**config.mk**
```make
export PLATFORM = sky130hd
export DESIGN_NAME = des_codec_ctrl_flat
export DESIGN_NICKNAME = d
export VERILOG_FILES = /design/src/rtl/des_codec_ctrl_if.sv /design/src/rtl/des_codec_ctrl.sv /design/src/flat_wrapper.sv
export SDC_FILE = /design/constraint.sdc
export NUM_CORES = 1
export LEC_CHECK = 0
export CORE_MARGIN = 2
export CORE_UTILIZATION = 35
export CTS_BUF_LIST = sky130_fd_sc_hd__clkbuf_8
export CTS_CLUSTER_DIAMETER = 100
export CTS_CLUSTER_SIZE = 24
export DETAILED_ROUTE_END_ITERATION = 8
export GPL_TIMING_DRIVEN = 0
export PLACE_DENSITY = 0.6
export SETUP_SLACK_MARGIN = 0.4
export SYNTH_ARGS = -nofsm -noshare
export SYNTH_HDL_FRONTEND = slang
export SYNTH_SLANG_ARGS = --single-unit
```
**constraint.sdc**
```tcl
create_clock -name clk -period 6.69 [get_ports clk]
set_clock_uncertainty 0.2 [all_clocks]
set_input_delay 1.338 -clock clk [delete_from_list [all_inputs] [get_ports clk]]
set_output_delay 1.338 -clock clk [all_outputs]
set_load 0.1 [all_outputs]
```
**src/rtl/des_codec_ctrl_if.sv**
```systemverilog
// Job, codec and result handshake bundle for the DES codec controller.
// slave is the controller side, master is the job source / codec / result sink side.
interface des_codec_ctrl_if;
  logic        req_valid;
  logic        req_ready;
  logic [0:63] req_data;
  logic [0:63] req_key;
  logic        codec_valid_o;
  logic [0:63] codec_data_o;
  logic [0:63] codec_key_o;
  logic        codec_valid_i;
  logic [0:63] codec_data_i;
  logic        rsp_valid;
  logic        rsp_ready;
  logic [0:63] rsp_data;

  modport slave (
    input  req_valid, req_data, req_key, codec_valid_i, codec_data_i, rsp_ready,
    output req_ready, codec_valid_o, codec_data_o, codec_key_o, rsp_valid, rsp_data
  );

  modport master (
    output req_valid, req_data, req_key, codec_valid_i, codec_data_i, rsp_ready,
    input  req_ready, codec_valid_o, codec_data_o, codec_key_o, rsp_valid, rsp_data
  );
endinterface

```
**src/rtl/des_codec_ctrl.sv**
```systemverilog
// Issues jobs to a fixed-latency DES codec with credit flow control and key-change draining.
// Latency accept->rsp_valid is LAT+1 cycles; req_ready drops when credits run out or a key change drains.
module des_codec_ctrl #(
  parameter int DEPTH = 4,
  parameter int LAT   = 17
) (
  input  logic             clk,
  input  logic             rst_n,
  des_codec_ctrl_if.slave  bus,
  output logic             err_o
);
  localparam int CW = $clog2(DEPTH + 1);
  localparam int PW = $clog2(DEPTH);

  localparam logic [1:0] IDLE = 2'd0;
  localparam logic [1:0] BUSY = 2'd1;
  localparam logic [1:0] HOLD = 2'd2;

  logic [1:0]    state, state_nxt;
  logic [CW-1:0] in_flight, in_flight_nxt, fifo_cnt;
  logic [CW:0]   credits;
  logic [PW-1:0] rd_ptr, wr_ptr;
  logic [0:63]   mem [DEPTH];
  logic [LAT-1:0] exp_sr;
  logic accept, pop, push_req, push, full, key_match;
  logic lat_err, drop_err, unf_err;

  function automatic logic [PW-1:0] ptr_inc(input logic [PW-1:0] p);
    return (p == PW'(DEPTH - 1)) ? '0 : p + PW'(1);
  endfunction

  assign credits       = {1'b0, in_flight} + {1'b0, fifo_cnt};
  assign key_match     = (bus.req_key == bus.codec_key_o);
  assign bus.req_ready = rst_n && (credits < (CW+1)'(DEPTH)) && (state != HOLD) &&
                         ((in_flight == '0) || key_match);
  assign accept        = bus.req_valid && bus.req_ready;
  assign bus.rsp_valid = (fifo_cnt != '0);
  assign bus.rsp_data  = mem[rd_ptr];
  assign pop           = bus.rsp_valid && bus.rsp_ready;
  assign full          = (fifo_cnt == CW'(DEPTH));

  // A codec result with nothing outstanding is flagged but never enters the FIFO.
  assign push_req = bus.codec_valid_i && (in_flight != '0);
  assign push     = push_req && (!full || pop);
  assign unf_err  = bus.codec_valid_i && (in_flight == '0);
  assign drop_err = push_req && full && !pop;
  assign lat_err  = (bus.codec_valid_i != exp_sr[LAT-1]);

  always_comb begin
    in_flight_nxt = in_flight;
    if (accept && !push_req)
      in_flight_nxt = in_flight + CW'(1);
    else if (!accept && push_req)
      in_flight_nxt = in_flight - CW'(1);
  end

  always_comb begin
    state_nxt = state;
    case (state)
      IDLE: if (accept) state_nxt = BUSY;
      BUSY: begin
        if (in_flight_nxt == '0)
          state_nxt = IDLE;
        else if (bus.req_valid && !key_match)
          state_nxt = HOLD;
      end
      HOLD: if (in_flight_nxt == '0) state_nxt = IDLE;
      default: state_nxt = IDLE;
    endcase
  end

  always_ff @(posedge clk or negedge rst_n) begin
    if (!rst_n) begin
      state             <= IDLE;
      in_flight         <= '0;
      fifo_cnt          <= '0;
      rd_ptr            <= '0;
      wr_ptr            <= '0;
      exp_sr            <= '0;
      bus.codec_valid_o <= 1'b0;
      bus.codec_data_o  <= '0;
      bus.codec_key_o   <= '0;
      err_o             <= 1'b0;
    end else begin
      state             <= state_nxt;
      in_flight         <= in_flight_nxt;
      exp_sr            <= {exp_sr[LAT-2:0], bus.codec_valid_o};
      bus.codec_valid_o <= accept;
      if (accept)
        bus.codec_data_o <= bus.req_data;
      // Key only changes once the pipeline is empty.
      if (accept && (in_flight == '0))
        bus.codec_key_o <= bus.req_key;
      if (push)
        wr_ptr <= ptr_inc(wr_ptr);
      if (pop)
        rd_ptr <= ptr_inc(rd_ptr);
      if (push && !pop)
        fifo_cnt <= fifo_cnt + CW'(1);
      else if (!push && pop)
        fifo_cnt <= fifo_cnt - CW'(1);
      if (lat_err || drop_err || unf_err)
        err_o <= 1'b1;
    end
  end

  always_ff @(posedge clk) begin
    if (push)
      mem[wr_ptr] <= bus.codec_data_i;
  end
endmodule

```
**src/flat_wrapper.sv**
```systemverilog
// flat-port wrapper written by rule: the top's interface ports become plain ports
module des_codec_ctrl_flat 
#(
  parameter int DEPTH = 4,
  parameter int LAT   = 17
)
  (clk, rst_n, err_o, bus_req_valid, bus_req_data, bus_req_key, bus_codec_valid_i, bus_codec_data_i, bus_rsp_ready, bus_req_ready, bus_codec_valid_o, bus_codec_data_o, bus_codec_key_o, bus_rsp_valid, bus_rsp_data);
  des_codec_ctrl_if bus_i ();
  input  logic clk;
  input  logic rst_n;
  output logic err_o;
  input wire logic [$bits(bus_i.req_valid)-1:0] bus_req_valid;
  input wire logic [$bits(bus_i.req_data)-1:0] bus_req_data;
  input wire logic [$bits(bus_i.req_key)-1:0] bus_req_key;
  input wire logic [$bits(bus_i.codec_valid_i)-1:0] bus_codec_valid_i;
  input wire logic [$bits(bus_i.codec_data_i)-1:0] bus_codec_data_i;
  input wire logic [$bits(bus_i.rsp_ready)-1:0] bus_rsp_ready;
  output wire logic [$bits(bus_i.req_ready)-1:0] bus_req_ready;
  output wire logic [$bits(bus_i.codec_valid_o)-1:0] bus_codec_valid_o;
  output wire logic [$bits(bus_i.codec_data_o)-1:0] bus_codec_data_o;
  output wire logic [$bits(bus_i.codec_key_o)-1:0] bus_codec_key_o;
  output wire logic [$bits(bus_i.rsp_valid)-1:0] bus_rsp_valid;
  output wire logic [$bits(bus_i.rsp_data)-1:0] bus_rsp_data;
  assign bus_i.req_valid = bus_req_valid;
  assign bus_i.req_data = bus_req_data;
  assign bus_i.req_key = bus_req_key;
  assign bus_i.codec_valid_i = bus_codec_valid_i;
  assign bus_i.codec_data_i = bus_codec_data_i;
  assign bus_i.rsp_ready = bus_rsp_ready;
  assign bus_req_ready = bus_i.req_ready;
  assign bus_codec_valid_o = bus_i.codec_valid_o;
  assign bus_codec_data_o = bus_i.codec_data_o;
  assign bus_codec_key_o = bus_i.codec_key_o;
  assign bus_rsp_valid = bus_i.rsp_valid;
  assign bus_rsp_data = bus_i.rsp_data;
  des_codec_ctrl #(.DEPTH(DEPTH), .LAT(LAT)) u_core (.clk(clk), .rst_n(rst_n), .bus(bus_i), .err_o(err_o));
endmodule
```
==> out/results.txt <==
Yosys top cell by area = edfxtp_1
Mapped cell area = 0.0159 mm²
Synth top area share = 48.4%
Final TNS setup = 0 ps
Overall routed net length = 37500 µm
Net count, final = 1424
Die X-Extent = 217 µm
Postcts setup bufs = 0
Vias in the first global route = 9419
Die Ht = 217 µm
Endpoint class of the critical path = output pin
IO Count = 393
Critical path destination = bus_req_ready
Post-CTS sizing = 0
Skew-Pair Late Insertion Delay = 620 ps
Critical path class = primary input to output pin
Final Non-Filler Cells = 1830
F_max = 168 MHz
Initial Utilization = 35.3%
Final instance area = 0.0211 mm²
Remaining DRCs = 0
Routability cong. = 0.744
First-pass GRT wire length = 57100 µm
Antenna-violating nets left = 0
Post-route clock period utilization = 89.1%
Die area = 0.0471 mm²
Worst hold slack = 166 ps
Cts bufs inserted = 21
Via density = 4.71
H-tree levels = 1
YS warnings = 0
Crit path launch = bus_req_key[29]
Clk buf depth = 3
Max Cap Violations = 0
Status = finished, final reports clean
Initial DRC Count = 463
TritonCTS clock tree = yes
Asr flop ratio synth = 38.3%
Synth Net Count = 1004
Detailed-route wire length per cell = 20.5 µm
Layout cells sized above 1 = 19.7%
Placed Area = 0.0207 mm²
CTS Hold Bufs = 0
CP Data Arrival Time = 4420 ps
RSZ-0062 raised after global routing = false
Worst r2r path cells = 8
Row cnt = 78
Worst setup SP type = primary input
Worst R2R Start = u_core.bus.codec_key_o[57]$_DFFE_PN0P_
Syn avg cell area = 20.0 µm²
Fin. Hold Viols = 0
Final max-slew violation count = 0
1st-pass router iterations = 4
R2R Path End = u_core.bus.codec_data_o[2]$_DFFE_PN0P_
Top-count cell post-synth = edfxtp_1
Initial antenna violation count = 2
Crit-path max FO = 4
Cell variety after synth = 36
EDFF count, synth = 256
Synth Flop Type = edfxtp_1
GRT Total Usage = 15.9%
# placed instances = 1792
Pin count of the biggest net entering global routing = 116
Core ar. = 0.0451 mm²
Setup violators final = 0
Reg2Reg Setup Slack = 3330 ps
Clock sinks = 415
Worst Hold Class = register to register
Seq/Total Area, Yosys = 73.4%
DPL Wire Length = 26200 µm
Clk slew on worst S/H paths = 150 ps
PortBufs = 392
WP data required = 5150 ps
Worst slew margin = 26.4%
Synth-to-layout area growth = 32.7%
Largest cells by area after synthesis = edfxtp_1, dfrtp_1, mux2_2, mux4_2, xnor2_1
Tmin final = 5960 ps
GRT Residual Overflow = 0
Flops & latches, synth = 415
Synth cell count leaders = edfxtp_1, dfrtp_1, mux2_2, xnor2_1, mux4_2
Root Buffer = clkbuf_8
Mapped Cells = 795
Least-Margin Pin Slew = 1100 ps
Vias = 8617
## worst min path at each step
stage,start,to,slack [ps],cells past startpoint
after global routing,u_core.exp_sr[7]$_DFF_PN0_,u_core.exp_sr[8]$_DFF_PN0_,180,0
after CTS,u_core.exp_sr[7]$_DFF_PN0_,u_core.exp_sr[8]$_DFF_PN0_,170,0
final,u_core.exp_sr[7]$_DFF_PN0_,u_core.exp_sr[8]$_DFF_PN0_,170,0
after global placement,u_core.exp_sr[5]$_DFF_PN0_,u_core.exp_sr[6]$_DFF_PN0_,140,0
after floorplan,u_core.exp_sr[9]$_DFF_PN0_,u_core.exp_sr[10]$_DFF_PN0_,130,0
after detailed placement,u_core.exp_sr[4]$_DFF_PN0_,u_core.exp_sr[5]$_DFF_PN0_,140,0
## final cells by class
cell class	count	area (µm²)
fill	4011	24000
sequential	415	11700
multi-input combinational	347	4090
timing repair buffer	397	4070
tap	600	751
clock buffer	21	289
buffer	27	125
clock inverter	15	76.3
inverter	6	22.5
antenna	2	5.00
## metrics by stage
step | util, % | setup WS, ps
global route | 46.8 | 595
floorplan | - | 896
global placement | 45.6 | -4530
CTS | 46.8 | 625
detailed placement | 46.0 | 641
finish | 46.8 | 730
## worst max-delay path, stage by stage
cell,delay [ps]
clkdlybuf4s50_1,440
xnor2_1,220
nand4_1,140
nor4_1,470
nand4_1,330
a21boi_0,280
clkdlybuf4s50_1,1200
## cells in the final DEF (no fill, tap or decap), types with 2 or more instances in the layout
master,instances
buf_4,3
nand2_1,10
mux2_2,130
nand2b_1,2
buf_16,5
and2_4,4
xor2_1,2
diode_2,2
nor3_1,2
clkbuf_8,21
clkdlybuf4s50_1,391
o31ai_1,2
inv_1,19
buf_2,10
nor2_1,10
buf_1,8
clkbuf_1,6
nand4_1,17
a21oi_1,2
edfxtp_1,256
o21ai_0,2
ha_1,11
xnor2_1,67
nand3_1,2
dfrtp_1,159
mux4_2,64
nor4_1,5
nor4b_1,2
## routing by layer
metal	global-route usage [%]	share of wire [%]	wire length [µm]	vias to the layer above
met5	0	0	0	-
met4	2.97	1.1	417	0
met3	5.86	9.9	3710	27
met2	25.3	47	17600	307
met1	21.0	42	15800	4397
li1	-	-	-	3886
## state kept, by name (all words and copies together) (netlist names)
register / count
u_core.mem: 256
u_core.bus.codec_data_o: 64
u_core.bus.codec_key_o: 64
u_core.exp_sr: 17
u_core.fifo_cnt: 3
u_core.in_flight: 3
u_core.rd_ptr: 2
u_core.state: 2
u_core.wr_ptr: 2
u_core.bus.codec_valid_o: 1
u_core.err_o: 1
## cells by family after synthesis
family / share of synthesized area, %
fa+ha+maj: 0.992
xor+xnor: 3.80
flops: 73.4
mux: 18.3
simple gates: 2.03
buf+inv: 0.929
compound gates: 0.520
Power is left out: the tool's default activity adds up to more than one toggle a clock period on the data nets, which glitch-free logic cannot reach.
